==> config.mk <==
export PLATFORM = sky130hd
export DESIGN_NAME = load_store_unit_flat
export DESIGN_NICKNAME = d
export VERILOG_FILES = /design/src/rtl/load_store_unit_if.sv /design/src/rtl/load_store_unit.sv /design/src/flat_wrapper.sv
export SDC_FILE = /design/constraint.sdc
export NUM_CORES = 1
export LEC_CHECK = 0
export CORE_AREA = 5 5 150 137
export CTS_CLUSTER_SIZE = 24
export DETAILED_ROUTE_END_ITERATION = 10
export DIE_AREA = 0 0 155 142
export MAX_ROUTING_LAYER = met4
export PLACE_DENSITY = 0.63
export SYNTH_ARGS = -nofsm -noshare
export SYNTH_HDL_FRONTEND = slang
export SYNTH_HIERARCHICAL = 1
export SYNTH_SLANG_ARGS = --single-unit
==> constraint.sdc <==
create_clock -name clk -period 10.1 [get_ports clk]
set_input_delay 2.02 -clock clk [delete_from_list [all_inputs] [get_ports clk]]
set_output_delay 2.02 -clock clk [all_outputs]
set_load 0.02 [all_outputs]
==> src/rtl/load_store_unit_if.sv <==
// Data-memory request/grant/response port between the load/store unit and memory.
interface load_store_unit_if #(
   parameter int DATA_WIDTH = 32,
   parameter int BE_WIDTH   = DATA_WIDTH/8
);
   logic                  req;
   logic                  we;
   logic [DATA_WIDTH-1:0] addr;
   logic [BE_WIDTH-1:0]   be;
   logic [DATA_WIDTH-1:0] wdata;
   logic                  gnt;
   logic                  rvalid;
   logic [DATA_WIDTH-1:0] rdata;

   modport master (output req, we, addr, be, wdata, input gnt, rvalid, rdata);
   modport slave  (input req, we, addr, be, wdata, output gnt, rvalid, rdata);
endinterface

==> src/rtl/load_store_unit.sv <==
// Multi-cycle load/store unit: byte-enable/lane replication on stores, sign/zero
// extension on loads, pipeline stall until the memory access completes.
module lsu_lane #(
   parameter int LANE = 0
) (
   input  logic [1:0]  size,
   input  logic [1:0]  off,
   input  logic [31:0] word,
   output logic        be,
   output logic [7:0]  lbyte
);
   localparam logic [1:0] LIDX = 2'(LANE);
   localparam logic       HALF = (LANE >= 2);

   always_comb begin
      be    = 1'b1;
      lbyte = word[8*LANE +: 8];
      case (size)
         2'b00: begin
            be    = (off == LIDX);
            lbyte = word[7:0];
         end
         2'b01: begin
            be    = (off[1] == HALF);
            lbyte = word[8*(LANE%2) +: 8];
         end
         default: ;
      endcase
   end
endmodule

module load_store_unit #(
   parameter int DATA_WIDTH = 32,
   parameter int BE_WIDTH   = DATA_WIDTH/8
) (
   input  logic                  clk,
   input  logic                  rst,
   input  logic                  valid_i,
   input  logic                  we_i,
   input  logic [2:0]            funct3_i,
   input  logic [DATA_WIDTH-1:0] addr_i,
   input  logic [DATA_WIDTH-1:0] wdata_i,
   output logic                  stall_o,
   output logic                  done_o,
   output logic                  misalign_o,
   output logic [DATA_WIDTH-1:0] rdata_o,
   load_store_unit_if.master     mem
);
   typedef enum logic [1:0] {IDLE, REQ, WAIT, DONE} state_t;

   typedef struct packed {
      logic                  we;
      logic [2:0]            f3;
      logic [DATA_WIDTH-1:0] addr;
      logic [DATA_WIDTH-1:0] wdata;
   } lsu_req_t;

   state_t   state, state_nxt;
   lsu_req_t lat;
   logic     ok, accept, req;
   logic [DATA_WIDTH-1:0]      ext;
   logic [BE_WIDTH-1:0]        be_l;
   logic [BE_WIDTH-1:0][7:0]   wd_l;
   logic [7:0]                 bsel;
   logic [15:0]                hsel;

   always_comb begin
      ok = 1'b0;
      case (funct3_i)
         3'b000, 3'b100: ok = 1'b1;
         3'b001, 3'b101: ok = ~addr_i[0];
         3'b010:         ok = (addr_i[1:0] == 2'b00);
         default:        ok = 1'b0;
      endcase
   end

   // misalign/stall are forced low while rst is held so upstream never sees a stale request
   assign accept     = ~rst & (state == IDLE) & valid_i & ok;
   assign misalign_o = ~rst & (state == IDLE) & valid_i & ~ok;
   assign stall_o    = accept | (~rst & ((state == REQ) | (state == WAIT)));
   assign done_o     = (state == DONE);
   assign req        = (state == REQ);

   always_comb begin
      state_nxt = state;
      case (state)
         IDLE: if (accept) state_nxt = REQ;
         REQ:  if (mem.gnt) state_nxt = lat.we ? DONE : WAIT;
         WAIT: if (mem.rvalid) state_nxt = DONE;
         DONE: state_nxt = IDLE;
         default: state_nxt = IDLE;
      endcase
   end

   always_ff @(posedge clk or posedge rst) begin
      if (rst) begin
         state   <= IDLE;
         lat     <= '0;
         rdata_o <= '0;
      end else begin
         state <= state_nxt;
         if (accept) lat <= '{we: we_i, f3: funct3_i, addr: addr_i, wdata: wdata_i};
         if (state == WAIT && mem.rvalid) rdata_o <= ext;
      end
   end

   for (genvar i = 0; i < BE_WIDTH; i++) begin : g_lane
      lsu_lane #(.LANE(i)) u_lane (
         .size  (lat.f3[1:0]),
         .off   (lat.addr[1:0]),
         .word  (lat.wdata),
         .be    (be_l[i]),
         .lbyte (wd_l[i])
      );
   end

   always_comb begin
      mem.req   = req;
      mem.we    = req & lat.we;
      mem.addr  = req ? {lat.addr[DATA_WIDTH-1:2], 2'b00} : '0;
      mem.be    = req ? be_l : '0;
      mem.wdata = req ? wd_l : '0;
   end

   always_comb begin
      bsel = mem.rdata[8*lat.addr[1:0] +: 8];
      hsel = lat.addr[1] ? mem.rdata[31:16] : mem.rdata[15:0];
      case (lat.f3)
         3'b000:  ext = {{24{bsel[7]}}, bsel};
         3'b001:  ext = {{16{hsel[15]}}, hsel};
         3'b100:  ext = {24'd0, bsel};
         3'b101:  ext = {16'd0, hsel};
         default: ext = mem.rdata;
      endcase
   end
endmodule

==> src/flat_wrapper.sv <==
// flat-port wrapper written by rule: the top's interface ports become plain ports
module load_store_unit_flat 
#(
   parameter int DATA_WIDTH = 32,
   parameter int BE_WIDTH   = DATA_WIDTH/8
)
  (clk, rst, valid_i, we_i, funct3_i, addr_i, wdata_i, stall_o, done_o, misalign_o, rdata_o, mem_req, mem_we, mem_addr, mem_be, mem_wdata, mem_gnt, mem_rvalid, mem_rdata);
  load_store_unit_if #(.DATA_WIDTH(DATA_WIDTH), .BE_WIDTH(BE_WIDTH)) mem_i ();
  input  logic clk;
  input  logic rst;
  input  logic valid_i;
  input  logic we_i;
  input  logic [2:0] funct3_i;
  input  logic [DATA_WIDTH-1:0] addr_i;
  input  logic [DATA_WIDTH-1:0] wdata_i;
  output logic stall_o;
  output logic done_o;
  output logic misalign_o;
  output logic [DATA_WIDTH-1:0] rdata_o;
  output wire logic [$bits(mem_i.req)-1:0] mem_req;
  output wire logic [$bits(mem_i.we)-1:0] mem_we;
  output wire logic [$bits(mem_i.addr)-1:0] mem_addr;
  output wire logic [$bits(mem_i.be)-1:0] mem_be;
  output wire logic [$bits(mem_i.wdata)-1:0] mem_wdata;
  input wire logic [$bits(mem_i.gnt)-1:0] mem_gnt;
  input wire logic [$bits(mem_i.rvalid)-1:0] mem_rvalid;
  input wire logic [$bits(mem_i.rdata)-1:0] mem_rdata;
  assign mem_req = mem_i.req;
  assign mem_we = mem_i.we;
  assign mem_addr = mem_i.addr;
  assign mem_be = mem_i.be;
  assign mem_wdata = mem_i.wdata;
  assign mem_i.gnt = mem_gnt;
  assign mem_i.rvalid = mem_rvalid;
  assign mem_i.rdata = mem_rdata;
  load_store_unit #(.DATA_WIDTH(DATA_WIDTH), .BE_WIDTH(BE_WIDTH)) u_core (.clk(clk), .rst(rst), .valid_i(valid_i), .we_i(we_i), .funct3_i(funct3_i), .addr_i(addr_i), .wdata_i(wdata_i), .stall_o(stall_o), .done_o(done_o), .misalign_o(misalign_o), .rdata_o(rdata_o), .mem(mem_i));
endmodule
# --- After elaboration in Yosys (flattened, before gate mapping) ---
# Index checks and enable logic that the tools add are counted.
word_totals:
  regBits: 102
  elab_cells: 65
op_classes:
  n_eq_ne: 17
  shifts: 1
  mux: 18
  bitwise: 12
  n_reduce_logical: 11
op_table:
  columns: ["cell", "count"]
  rows:
  - ["32-bit one-hot mux with 4 select lines", 1]
  - ["32-bit two-way mux", 2]
  - ["32-bit by 6-bit indexed part select with 8-bit output", 1]
  - ["16-bit two-way mux", 1]
  - ["8-bit two-way mux", 2]
  - ["8-bit one-hot mux with 2 select lines", 1]
  - ["3-bit equality test, second input constant", 4]
  - ["2-bit equality test, second input constant", 4]
  - ["2-bit zero test", 4]
  - ["1-bit one-hot mux with 2 select lines", 4]
  - ["2-bit one-hot mux with 4 select lines", 1]
  - ["1-bit bitwise AND", 6]
  - ["2-bit by 1-bit equality test with 1-bit output, second input constant", 3]
  - ["3-bit by 1-bit equality test with 1-bit output, second input constant", 2]
  - ["3-bit zero test", 2]
  - ["2-bit two-way mux", 3]
  - ["2-bit OR reduction", 3]
  - ["4-bit two-way mux", 1]
  - ["2-bit inequality test, second input constant", 2]
  - ["1-bit NOT", 4]
  - ["3-bit by 2-bit equality test with 1-bit output, second input constant", 1]
  - ["1-bit one-hot mux with 3 select lines", 1]
  - ["3-bit AND reduction", 1]
  - ["2-bit by 1-bit inequality test with 1-bit output, second input constant", 1]
  - ["3 further kinds", 4]

# --- Longest topological paths before layout ---
# Gate-level depths: netlist (run 1).
depth:
  ltp_word: 6
  ltp_mapped: 8

# --- Cells and area by module ---
# The synthesis (run 1) kept the hierarchy.
by_module_without_submodules:
  columns: ["module", "n_inst", "cells_per_inst", "area_each_um2", "seq_area_each_um2"]
  rows:
  - ["load_store_unit", 1, 442, 5009.8, 2552.4]
  - ["lsu_lane at u_core.g_lane[3].u_lane", 1, 28, 183.9, 0.0]
  - ["lsu_lane at u_core.g_lane[2].u_lane", 1, 11, 146.4, 0.0]
  - ["lsu_lane at u_core.g_lane[1].u_lane", 1, 11, 112.6, 0.0]
  - ["lsu_lane at u_core.g_lane[0].u_lane", 1, 10, 73.8, 0.0]

# --- Worst setup path after synthesis (run 1) ---
# No wires, ideal clock.
synth_timing:
  path_type: "input to output"
  startpoint: "input addr_i[0]"
  endpoint: "output stall_o"
  arrival_ps: 2922
  required_ps: 8080
  setup_slack_ps: 5158
  path_stages: 5
  path_buffers: 2
  path_cell_list: "nor4_2 o21bai_1 buf_4 buf_6 o21ai_0"
synth_between:
  elab_chain_len: 4
  word_cells_on_any_way: 5
  cone_classes: "mux: 1; bitwise: 3; reduce/logical: 1"
synth_rtl:
  columns: ["element", "line_no", "source"]
  rows:
  - ["start: declaration", "flat_wrapper.sv:14", "input logic [DATA_WIDTH-1:0] addr_i;"]
  - ["2-bit zero test / 1-bit NOT (equally long branches)", "load_store_unit.sv:72, load_store_unit.sv:71", null]
  - ["1-bit one-hot mux with 3 select lines *", "load_store_unit.sv:69", "case (funct3_i)"]
  - ["1-bit bitwise AND *", "load_store_unit.sv:78", "assign accept = ~rst & (state == IDLE) & valid_i & ok;"]
  - ["1-bit bitwise OR *", "load_store_unit.sv:80", "assign stall_o = accept | (~rst & ((state == REQ) | (state == WAIT)));"]
  - ["end: declaration", "flat_wrapper.sv:16", "output logic stall_o;"]
# Mark *: on every way between the ends. The rest lies on a longest branch, timed or not.

# --- Final worst setup path (run 1) ---
layout_timing:
  startpoint: "input addr_i[1]"
  endpoint: "output stall_o"
layout_between:
  elab_chain_len: 4
layout_rtl:
  columns: ["element", "line_no", "source"]
  rows:
  - ["2-bit zero test", "load_store_unit.sv:72", "3'b010: ok = (addr_i[1:0] == 2'b00);"]
  - ["1-bit one-hot mux with 3 select lines", "load_store_unit.sv:69", null]
  - ["1-bit bitwise AND", "load_store_unit.sv:78", null]
  - ["1-bit bitwise OR", "load_store_unit.sv:80", null]
# No other way between the ends.

==> metrics.md, run 1 <==
| Metric | Value |
|---|---|
| Hold Crit Class | `flop to flop` |
| Post-synthesis cell count | `502` |
| # rows | `48` |
| EDFF count, synth | `0` |
| Initial cell density of the core | `0.292` |
| Commonest non-fill, non-tap cell in the layout | `clkdlybuf4s50_1` |
| Post_cts resized | `0` |
| FMAX | `170 MHz` |
| Total GRT Usage | `0.156` |
| Die ar. | `0.0220 mm^2` |
| Via count | `4316` |
| Pin count of the biggest net entering global routing | `71` |
| Grt total ovfl | `0` |
| Core Footprint | `0.0189 mm^2` |
| Vias in the first global route | `4642` |
| WL final | `16700 um` |
| Status | `finished clean` |
| Share of layout cells above drive strength 1 | `0.180` |
| Clock slew at reported path FFs | `0.07 ns` |
| Total negative setup slack | `0 ns` |
| Area Overhead vs Synth | `44.6%` |
| Critical Path Fanout Max | `2` |
| Die H | `142 um` |
| RePlAce Congestion | `0.799` |
| Req. time, crit path | `8.08 ns` |
| Detailed Place HPWL | `12200 um` |
| Sequential fraction of the synthesis area | `0.462` |
| Die Wd | `155 um` |
| Fin nets | `792` |
| Inst Count DP | `921` |
| Initial detailed-routing violation count | `207` |
| Syn Area/Cell | `11.0 um^2` |
| Count of cell types in the netlist | `37` |
| Worst Tran Pin Value | `1.01 ns` |
| Antenna Cells | `0` |
| Vias per cell | `4.61` |
| Most frequent cells in the layout | `clkdlybuf4s50_1, dfrtp_1, mux2_2` |
| CTS root buffer | `clkbuf_16` |
| CP Data Arrival Time | `3.85 ns` |
| Global-route wire length before repair | `26400 um` |
| RSZ-0062 raised after global routing | `false` |
| Leakage | `3.27 nW` |
| Synthesized flop and latch total | `102` |
| Worst-case clock buffer depth | `2` |
| Post-Syn Area | `0.00553 mm^2` |
| CTS tree | `yes` |
| Hold_buf cts | `0` |
| Sink Count | `102` |
| DRC | `0` |
| Async set or reset register ratio after synthesis | `1.00` |
| WL per Instance | `17.8 um` |
| Post-synth top flop | `dfrtp_1` |
| H-tree depth | `3` |
| Endpoints failing setup | `0` |
| PD cells | `311 mW/mm^2` |
| Setup repair bufs after CTS | `0` |
| Number of I/O pins | `210` |
| Final hold vios | `0` |
| Clock buffer count from CTS | `9` |
| Max-slew violations | `0` |
| Final clock skew | `0.00717 ns` |
| Peak supply drop | `0.102 mV` |
| Total number of yosys warnings | `6` |
| DRT Pass-1 Iters | `7` |
| Max-slew headroom | `0.329` |
| Min Tclk post-route | `5.87 ns` |
| Critical path class | `primary input to output port` |
| Final Cycle Share | `0.581` |
| Antenna Nets Post-Route | `0` |
| Clk_lat worst skew | `0.34 ns` |
| Antenna violations before repair | `0` |
| IO Port Bufs | `207` |
| CP Launch Type | `primary input` |
| Non-filler instance count after layout | `937` |
| CP endpoint kind | `output port` |
| Max Cap Viol | `0` |
[cell families after synthesis]
kind of cell    count (synthesis)  synth area share
compound gates                 77            0.0858
buf+inv                        50            0.0591
fa+ha+maj                       5            0.0113
flops                         102             0.462
other cells                     1          0.000679
simple gates                  155             0.150
mux                           112             0.231
[final cells by class]
class	count	area, um^2
fill	1771	10900
tap	250	313
clock inverter	5	82.6
inverter	6	25.0
multi-input combinational	351	2670
sequential	102	2550
timing repair buffer	212	2110
clock buffer	11	243
[cell usage after synthesis, types with 2 or more instances]
cell,count,area (um^2)
nand2_1,39,146
mux2_2,84,946
mux2_1,7,78.8
dfrtp_1,102,2550
a31oi_1,7,43.8
a2bb2oi_1,7,61.3
buf_2,3,15.0
o21bai_1,3,22.5
ha_1,5,62.6
a21oi_2,2,17.5
nor2_1,28,105
and2_1,68,425
a22oi_1,8,60.1
nand3b_1,9,67.6
inv_1,6,22.5
a21oi_1,26,130
buf_6,12,135
nor2b_1,2,12.5
o21ai_1,9,45.0
clkbuf_1,16,60.1
nor3_1,2,10.0
mux2i_1,12,120
mux2_4,8,120
nand2b_1,4,25.0
o21ai_0,10,50.1
buf_4,12,90.1
[metrics by stage]
step	hold WS [ns]	total power [mW]	setup WS, ns	util	area (um^2)
after CTS	0.495	2.52	4.19	0.422	7990
final	0.492	2.49	4.23	0.422	7990
after global placement	0.468	2.10	4.18	0.405	7670
after global routing	0.506	2.66	4.12	0.422	7990
after floorplan	0.456	1.59	5.16	-	5530
after detailed placement	0.477	2.13	4.20	0.405	7670
[flip-flops by register name, indices dropped and copies added, names as in the netlist]
name,cells
u_core/rdata_o,32
u_core/state,2
u_core/lat,68
[per-layer routing]
metal / track usage / wire (um)
met5: - / 0
met4: 0.0441 / 215
met3: 0.0283 / 1020
met2: 0.252 / 8160
met1: 0.202 / 7280
[worst max-delay path, stage by stage]
cell and delay (ns):
clkdlybuf4s50_1 0.48, nor4_2 0.46, o21bai_4 0.08, o21ai_0 0.11, clkdlybuf4s50_1 0.70
[power by group]
| part | internal, mW | leakage [nW] | switching, mW | total (mW) |
|---|---|---|---|---|
| registers | 0.610 | 1.21 | 0.167 | 0.777 |
| logic | 0.686 | 1.91 | 0.646 | 1.33 |
| clock network | 0.224 | 0.148 | 0.156 | 0.380 |
[path summary, 6_finish.rpt]
check                               start            endpoint  slack, ns  depth (start not counted)
min in group asynchronous             rst      u_core/lat[54]       2.16                          2
hold reg to reg            u_core/lat[44]      u_core/lat[44]       0.49                          1
hold / removal             u_core/lat[44]      u_core/lat[44]       0.49                          1
setup reg to reg           u_core/lat[33]  u_core/rdata_o[29]       7.59                          4
setup / recovery                addr_i[1]             stall_o       4.23                          5
max in group asynchronous             rst      u_core/lat[65]       6.68                          3
(Power assumes the default switching activity.)
==> run 2, diff against run 1 <==
--- a/config.mk
+++ b/config.mk
@@ -10,7 +10,7 @@
 export DETAILED_ROUTE_END_ITERATION = 10
 export DIE_AREA = 0 0 155 142
 export MAX_ROUTING_LAYER = met4
-export PLACE_DENSITY = 0.63
+export PLACE_DENSITY = 0.65
 export SYNTH_ARGS = -nofsm -noshare
 export SYNTH_HDL_FRONTEND = slang
 export SYNTH_HIERARCHICAL = 1
==> constraint.sdc (replaced) <==
create_clock -name clk -period 5.3 [get_ports clk]
set_input_delay 1.06 -clock clk [delete_from_list [all_inputs] [get_ports clk]]
set_output_delay 1.06 -clock clk [all_outputs]
set_load 0.02 [all_outputs]
==> run 2 against run 1 <==
First-iteration DRC count rose by 33%. Register-to-register slack got worse by 4.8 ns. Global-route usage fell by 0.19 points. Largest cell class unchanged. Power rose by 89%. Die area did not move. Hold slack got worse by 0.0060 ns.
==> metrics.md, run 2 (synthesized netlist as in run 1, its figures left out) <==
| Metric | Value |
|---|---|
| Largest register FFs | `68` |
| Biggest register | `u_core/lat` |
| Hold Startpoint | `u_core/lat[44]` |
| Fin nets | `794` |
| Total GRT Usage | `0.154` |
| Worst-case clock buffer depth | `2` |
| Pin count of the biggest net entering global routing | `71` |
| CTS root buffer | `clkbuf_16` |
| Critical Path Source | `addr_i[0]` |
| Post-layout instance area | `0.00800 mm^2` |
| Sink Count | `102` |
| Initial detailed-routing violation count | `275` |
| DRT Pass-1 Iters | `5` |
| Min Tclk post-route | `3.87 ns` |
| Most frequent cells in the layout | `clkdlybuf4s50_1, dfrtp_1, mux2_2` |
| Setup repair bufs after CTS | `0` |
| Via count | `4236` |
| Commonest non-fill, non-tap cell in the layout | `clkdlybuf4s50_1` |
| Total negative setup slack | `0 ns` |
| Peak supply drop | `0.255 mV` |
| Die ar. | `0.0220 mm^2` |
| Final hold vios | `0` |
| Clock buffer count from CTS | `9` |
| IO Port Bufs | `207` |
| Vias in the first global route | `4487` |
| Number of I/O pins | `210` |
| Post-Place Cell Area | `0.00768 mm^2` |
| Clk_lat worst skew | `0.35 ns` |
| RSZ-0062 raised after global routing | `false` |
| Hold_buf cts | `0` |
| Worst Tran Pin Value | `1.11 ns` |
| Grt total ovfl | `0` |
| Global-route wire length before repair | `25800 um` |
| Antenna violations before repair | `1` |
| Status | `finished clean` |
| Critical Path Fanout Max | `3` |
| Die H | `142 um` |
| H-tree depth | `3` |
| Leakage | `3.29 nW` |
| Cells on worst reg2reg path | `4` |
| Final clock skew | `0.00755 ns` |
| Share of layout cells above drive strength 1 | `0.183` |
| Vias per cell | `4.51` |
| WL per Instance | `17.4 um` |
| FMAX | `258 MHz` |
| Hold Crit Class | `flop to flop` |
| Finished Core Util | `0.423` |
| CP Launch Type | `primary input` |
| PD cells | `589 mW/mm^2` |
| Req. time, crit path | `4.24 ns` |
| Hold Crit Depth | `1` |
| Core Footprint | `0.0189 mm^2` |
| Clock slew at reported path FFs | `0.07 ns` |
| Max-slew violations | `0` |
| CP Data Arrival Time | `2.81 ns` |
| Max Cap Viol | `0` |
| Inst Count DP | `923` |
| RePlAce Congestion | `0.826` |
| Max-slew headroom | `0.259` |
| DRC | `0` |
| Final Cycle Share | `0.730` |
| Biggest regs | `u_core/lat: 68 flops, u_core/rdata_o: 32 flops, u_core/state: 2 flops` |
| CTS tree | `yes` |
| Critical path class | `primary input to output port` |
| Design Power | `4.71 mW` |
| Detailed Place HPWL | `11700 um` |
| Post_cts resized | `0` |
| Non-filler instance count after layout | `940` |
| Endpoints failing setup | `0` |
| WL final | `16400 um` |
| # rows | `48` |
| Antenna Nets Post-Route | `0` |
| Initial cell density of the core | `0.292` |
| Die Wd | `155 um` |
| Area Overhead vs Synth | `44.7%` |
| CP endpoint kind | `output port` |
| Reg-to-reg startpoint | `u_core/lat[65]` |
## run 2: cell types whose count changed in the layout (fill, tap and decap cells not counted)
| cell | previous run | this run |
|---|---|---|
| clkinv_2 | 0 | 2 |
| diode_2 | 0 | 1 |
| clkbuf_8 | 1 | 0 |
| clkinvlp_4 | 3 | 1 |
| buf_4 | 5 | 7 |
| clkinv_4 | 0 | 1 |
## run 2: worst paths after layout
check,endpoint,slack [ns]
worst min-delay path,u_core/lat[44],0.49
max in group asynchronous,u_core/rdata_o[2],3.42
worst min register to register,u_core/lat[44],0.49
min in group asynchronous,u_core/lat[44],1.02
worst max-delay path,stall_o,1.43
worst max register to register,u_core/rdata_o[28],2.75
## run 2: critical path: stages
cell	delay, ns
clkdlybuf4s50_1	0.46
nor4_2	0.47
o21bai_4	0.11
o21ai_0	0.09
clkdlybuf4s50_1	0.63
## run 2: final cells by class
| type | instances | area [um^2] |
|---|---|---|
| Antenna cell | 1 | 2.50 |
| Clock buffer | 10 | 229 |
| Clock inverter | 6 | 86.3 |
| Fill cell | 1810 | 10900 |
| Inverter | 6 | 25.0 |
| Multi-Input combinational cell | 351 | 2670 |
| Sequential cell | 102 | 2550 |
| Tap cell | 250 | 313 |
| Timing Repair Buffer | 214 | 2120 |
## run 2: power breakdown
group / switching [mW] / internal, mW
clock: 0.306 / 0.414
combinational: 1.24 / 1.31
sequential: 0.274 / 1.16
total: 1.83 / 2.89
## run 2: metal layers
layer	part of all wire	wire, um	GRT usage	vias to the layer above
li1	-	-	-	2073
met1	0.45	7340	0.200	2022
met2	0.46	7600	0.236	129
met3	0.072	1170	0.0496	12
met4	0.015	241	0.0362	0
met5	0	0	-	-
## run 2: stage by stage
step,hold WS (ns),worst slack (ns)
finish,0.486,1.43
global route,0.493,1.27
CTS,0.491,1.41
detailed placement,0.473,1.43
global placement,0.467,1.45
floorplan,0.456,1.56
==> run 3, diff against run 2 <==
==> constraint.sdc (replaced) <==
create_clock -name clk -period 3.23 [get_ports clk]
set_input_delay 0.646 -clock clk [delete_from_list [all_inputs] [get_ports clk]]
set_output_delay 0.646 -clock clk [all_outputs]
set_load 0.02 [all_outputs]
==> run 3 against run 2 <==
Sequential share of layout area decreased by 0.33 points. Largest power group unchanged. Highest routed layer unchanged. Clock power increased by 58%. Register-to-register slack worse by 1.9 ns. Die area unchanged.
==> metrics.md, run 3 (synthesized netlist as in run 1, its figures left out) <==
| Metric | Value |
|---|---|
| Status | `finished clean` |
| WL final | `16300 um` |
| Net Sw Frac | `0.386` |
| Critical path class | `primary input to output port` |
| Reg-to-reg startpoint | `u_core/state[1]` |
| Die H | `142 um` |
| Pin count of the biggest net entering global routing | `71` |
| WL per Instance | `17.3 um` |
| Leakage | `3.32 nW` |
| Sink Count | `102` |
| CP Data Arrival Time | `2.47 ns` |
| Largest register FFs | `68` |
| Max-slew headroom | `0.375` |
| FMAX | `320 MHz` |
| # rows | `48` |
| Area Overhead vs Synth | `46.3%` |
| Req. time, crit path | `2.58 ns` |
| Fin nets | `801` |
| CP endpoint kind | `output port` |
| Inst Count DP | `930` |
| Antenna violations before repair | `0` |
| Min Tclk post-route | `3.12 ns` |
| Hold Crit Class | `flop to flop` |
| H-tree depth | `3` |
| DRT Pass-1 Iters | `5` |
| Total GRT Usage | `0.155` |
| Final hold vios | `0` |
| Clk_lat worst skew | `0.35 ns` |
| Internal Power | `4.78 mW` |
| Largest delay share family, worst path | `buffers and inverters` |
| Worst Tran Pin Value | `0.938 ns` |
| Most frequent cells in the layout | `clkdlybuf4s50_1, dfrtp_1, mux2_2` |
| Design Power | `7.79 mW` |
| Number of fill cells in the layout | `1818` |
| Worst-case clock buffer depth | `2` |
| Biggest regs | `u_core/lat: 68 flops, u_core/rdata_o: 32 flops, u_core/state: 2 flops` |
| Initial detailed-routing violation count | `268` |
| CP max stage cell | `clkdlybuf4s50_1` |
| Setup repair bufs after CTS | `0` |
| Hold Startpoint | `u_core/lat[27]` |
| Die ar. | `0.0220 mm^2` |
| Critical Path Fanout Max | `3` |
| Die Wd | `155 um` |
| Number of I/O pins | `210` |
| Total negative setup slack | `0 ns` |
| Via count | `4289` |
| Clock buffer count from CTS | `9` |
| Peak supply drop | `0.403 mV` |
| Vias in the first global route | `4562` |
| Sequential power share | `0.298` |
| Crit-path max cell delay | `0.67 ns` |
| Share of layout cells above drive strength 1 | `0.191` |
| Global-route wire length before repair | `25900 um` |
| Biggest register | `u_core/lat` |
| Switching power | `3.01 mW` |
| CP Launch Type | `primary input` |
| Antenna Cells | `0` |
| Detailed Place HPWL | `11900 um` |
| Antenna Nets Post-Route | `0` |
| Endpoints failing setup | `0` |
| Clock slew at reported path FFs | `0.06 ns` |
| Vias per cell | `4.53` |
| Commonest non-fill, non-tap cell in the layout | `clkdlybuf4s50_1` |
| Bufs and invs on worst path | `2` |
| Max Cap Viol | `0` |
| Comb power frac | `0.555` |
| Critical Path Source | `addr_i[0]` |
| Max-slew violations | `0` |
| IO Port Bufs | `207` |
| DRC | `0` |
| CTS root buffer | `clkbuf_16` |
| Initial cell density of the core | `0.292` |
| Clock network power share | `0.147` |
| CTS tree | `yes` |
| Cell Chain, Critical Path | `clkdlybuf4s50_1 -> nor4_2 -> o21bai_4 -> o21ai_0 -> clkdlybuf4s50_1` |
| RePlAce Congestion | `0.850` |
| Non-filler instance count after layout | `946` |
| Finished Core Util | `0.427` |
| PD cells | `963 mW/mm^2` |
| Hold_buf cts | `0` |
| Final clock skew | `0.00662 ns` |
| Most used cell, CP | `clkdlybuf4s50_1` |
| Final Cycle Share | `0.966` |
| RSZ-0062 raised after global routing | `false` |
| Grt total ovfl | `0` |
| Post_cts resized | `0` |
| Core Footprint | `0.0189 mm^2` |
==> run 3: changes by cell type in the layout (fill, tap and decap cells not counted), sizes merged <==
cell and change:
clkinvlp +2, clkbuf +2, clkinv -3, diode -1, bufinv -1, buf +7
==> run 3: final cells by class <==
class / count / area (um^2) / area share
clock buffers: 12 / 256 / 0.0317
repair buffers: 221 / 2210 / 0.274
well taps: 250 / 313 / 0.0387
clock inverters: 4 / 53.8 / 0.00666
multi-input cells: 351 / 2670 / 0.330
flip-flops and latches: 102 / 2550 / 0.316
inverters: 6 / 26.3 / 0.00325
==> run 3: worst paths after layout <==
path / endpoint / slack (ns) / cells after the start
min reg2reg: u_core/lat[27] / 0.49 / 1
min in group asynchronous: u_core/lat[51] / 0.74 / 2
max in group asynchronous: u_core/lat[65] / 1.78 / 3
max reg2reg: u_core/lat[29] / 0.88 / 6
max: stall_o / 0.11 / 5
min: u_core/lat[27] / 0.49 / 1
==> run 3: metal layers <==
| metal | vias up | global-route usage | wire (um) |
|---|---|---|---|
| met2 | 135 | 0.236 | 7500 |
| met3 | 21 | 0.0368 | 942 |
| met1 | 2047 | 0.206 | 7550 |
| met4 | 0 | 0.0451 | 335 |
| met5 | - | - | 0 |
| li1 | 2086 | - | - |
==> run 3: worst register-to-register path, stage by stage (launching register included) <==
cell,delay (ns)
dfrtp_1,0.40
inv_1,0.11
ha_1,0.23
nand3b_1,0.14
o21bai_4,0.14
buf_4,0.73
mux2_2,0.46
==> run 3: power groups by stage <==
stage | logic, mW | registers [mW] | clock network [mW]
floorplan | 2.49 | 2.49 | 0
global placement | 4.34 | 2.33 | 0
detailed placement | 4.36 | 2.35 | 0
CTS | 4.38 | 2.33 | 1.19
global route | 4.68 | 2.42 | 1.24
finish | 4.32 | 2.32 | 1.14
==> run 3: stage by stage <==
| step | area, um^2 | hold slack, ns | worst slack [ns] |
|---|---|---|---|
| after CTS | 8080 | 0.497 | 0.0631 |
| after global placement | 7770 | 0.470 | 0.0483 |
| final | 8080 | 0.492 | 0.110 |
| after floorplan | 5530 | 0.456 | 1.04 |
| after global routing | 8080 | 0.515 | 0.0240 |
| after detailed placement | 7770 | 0.482 | 0.0663 |
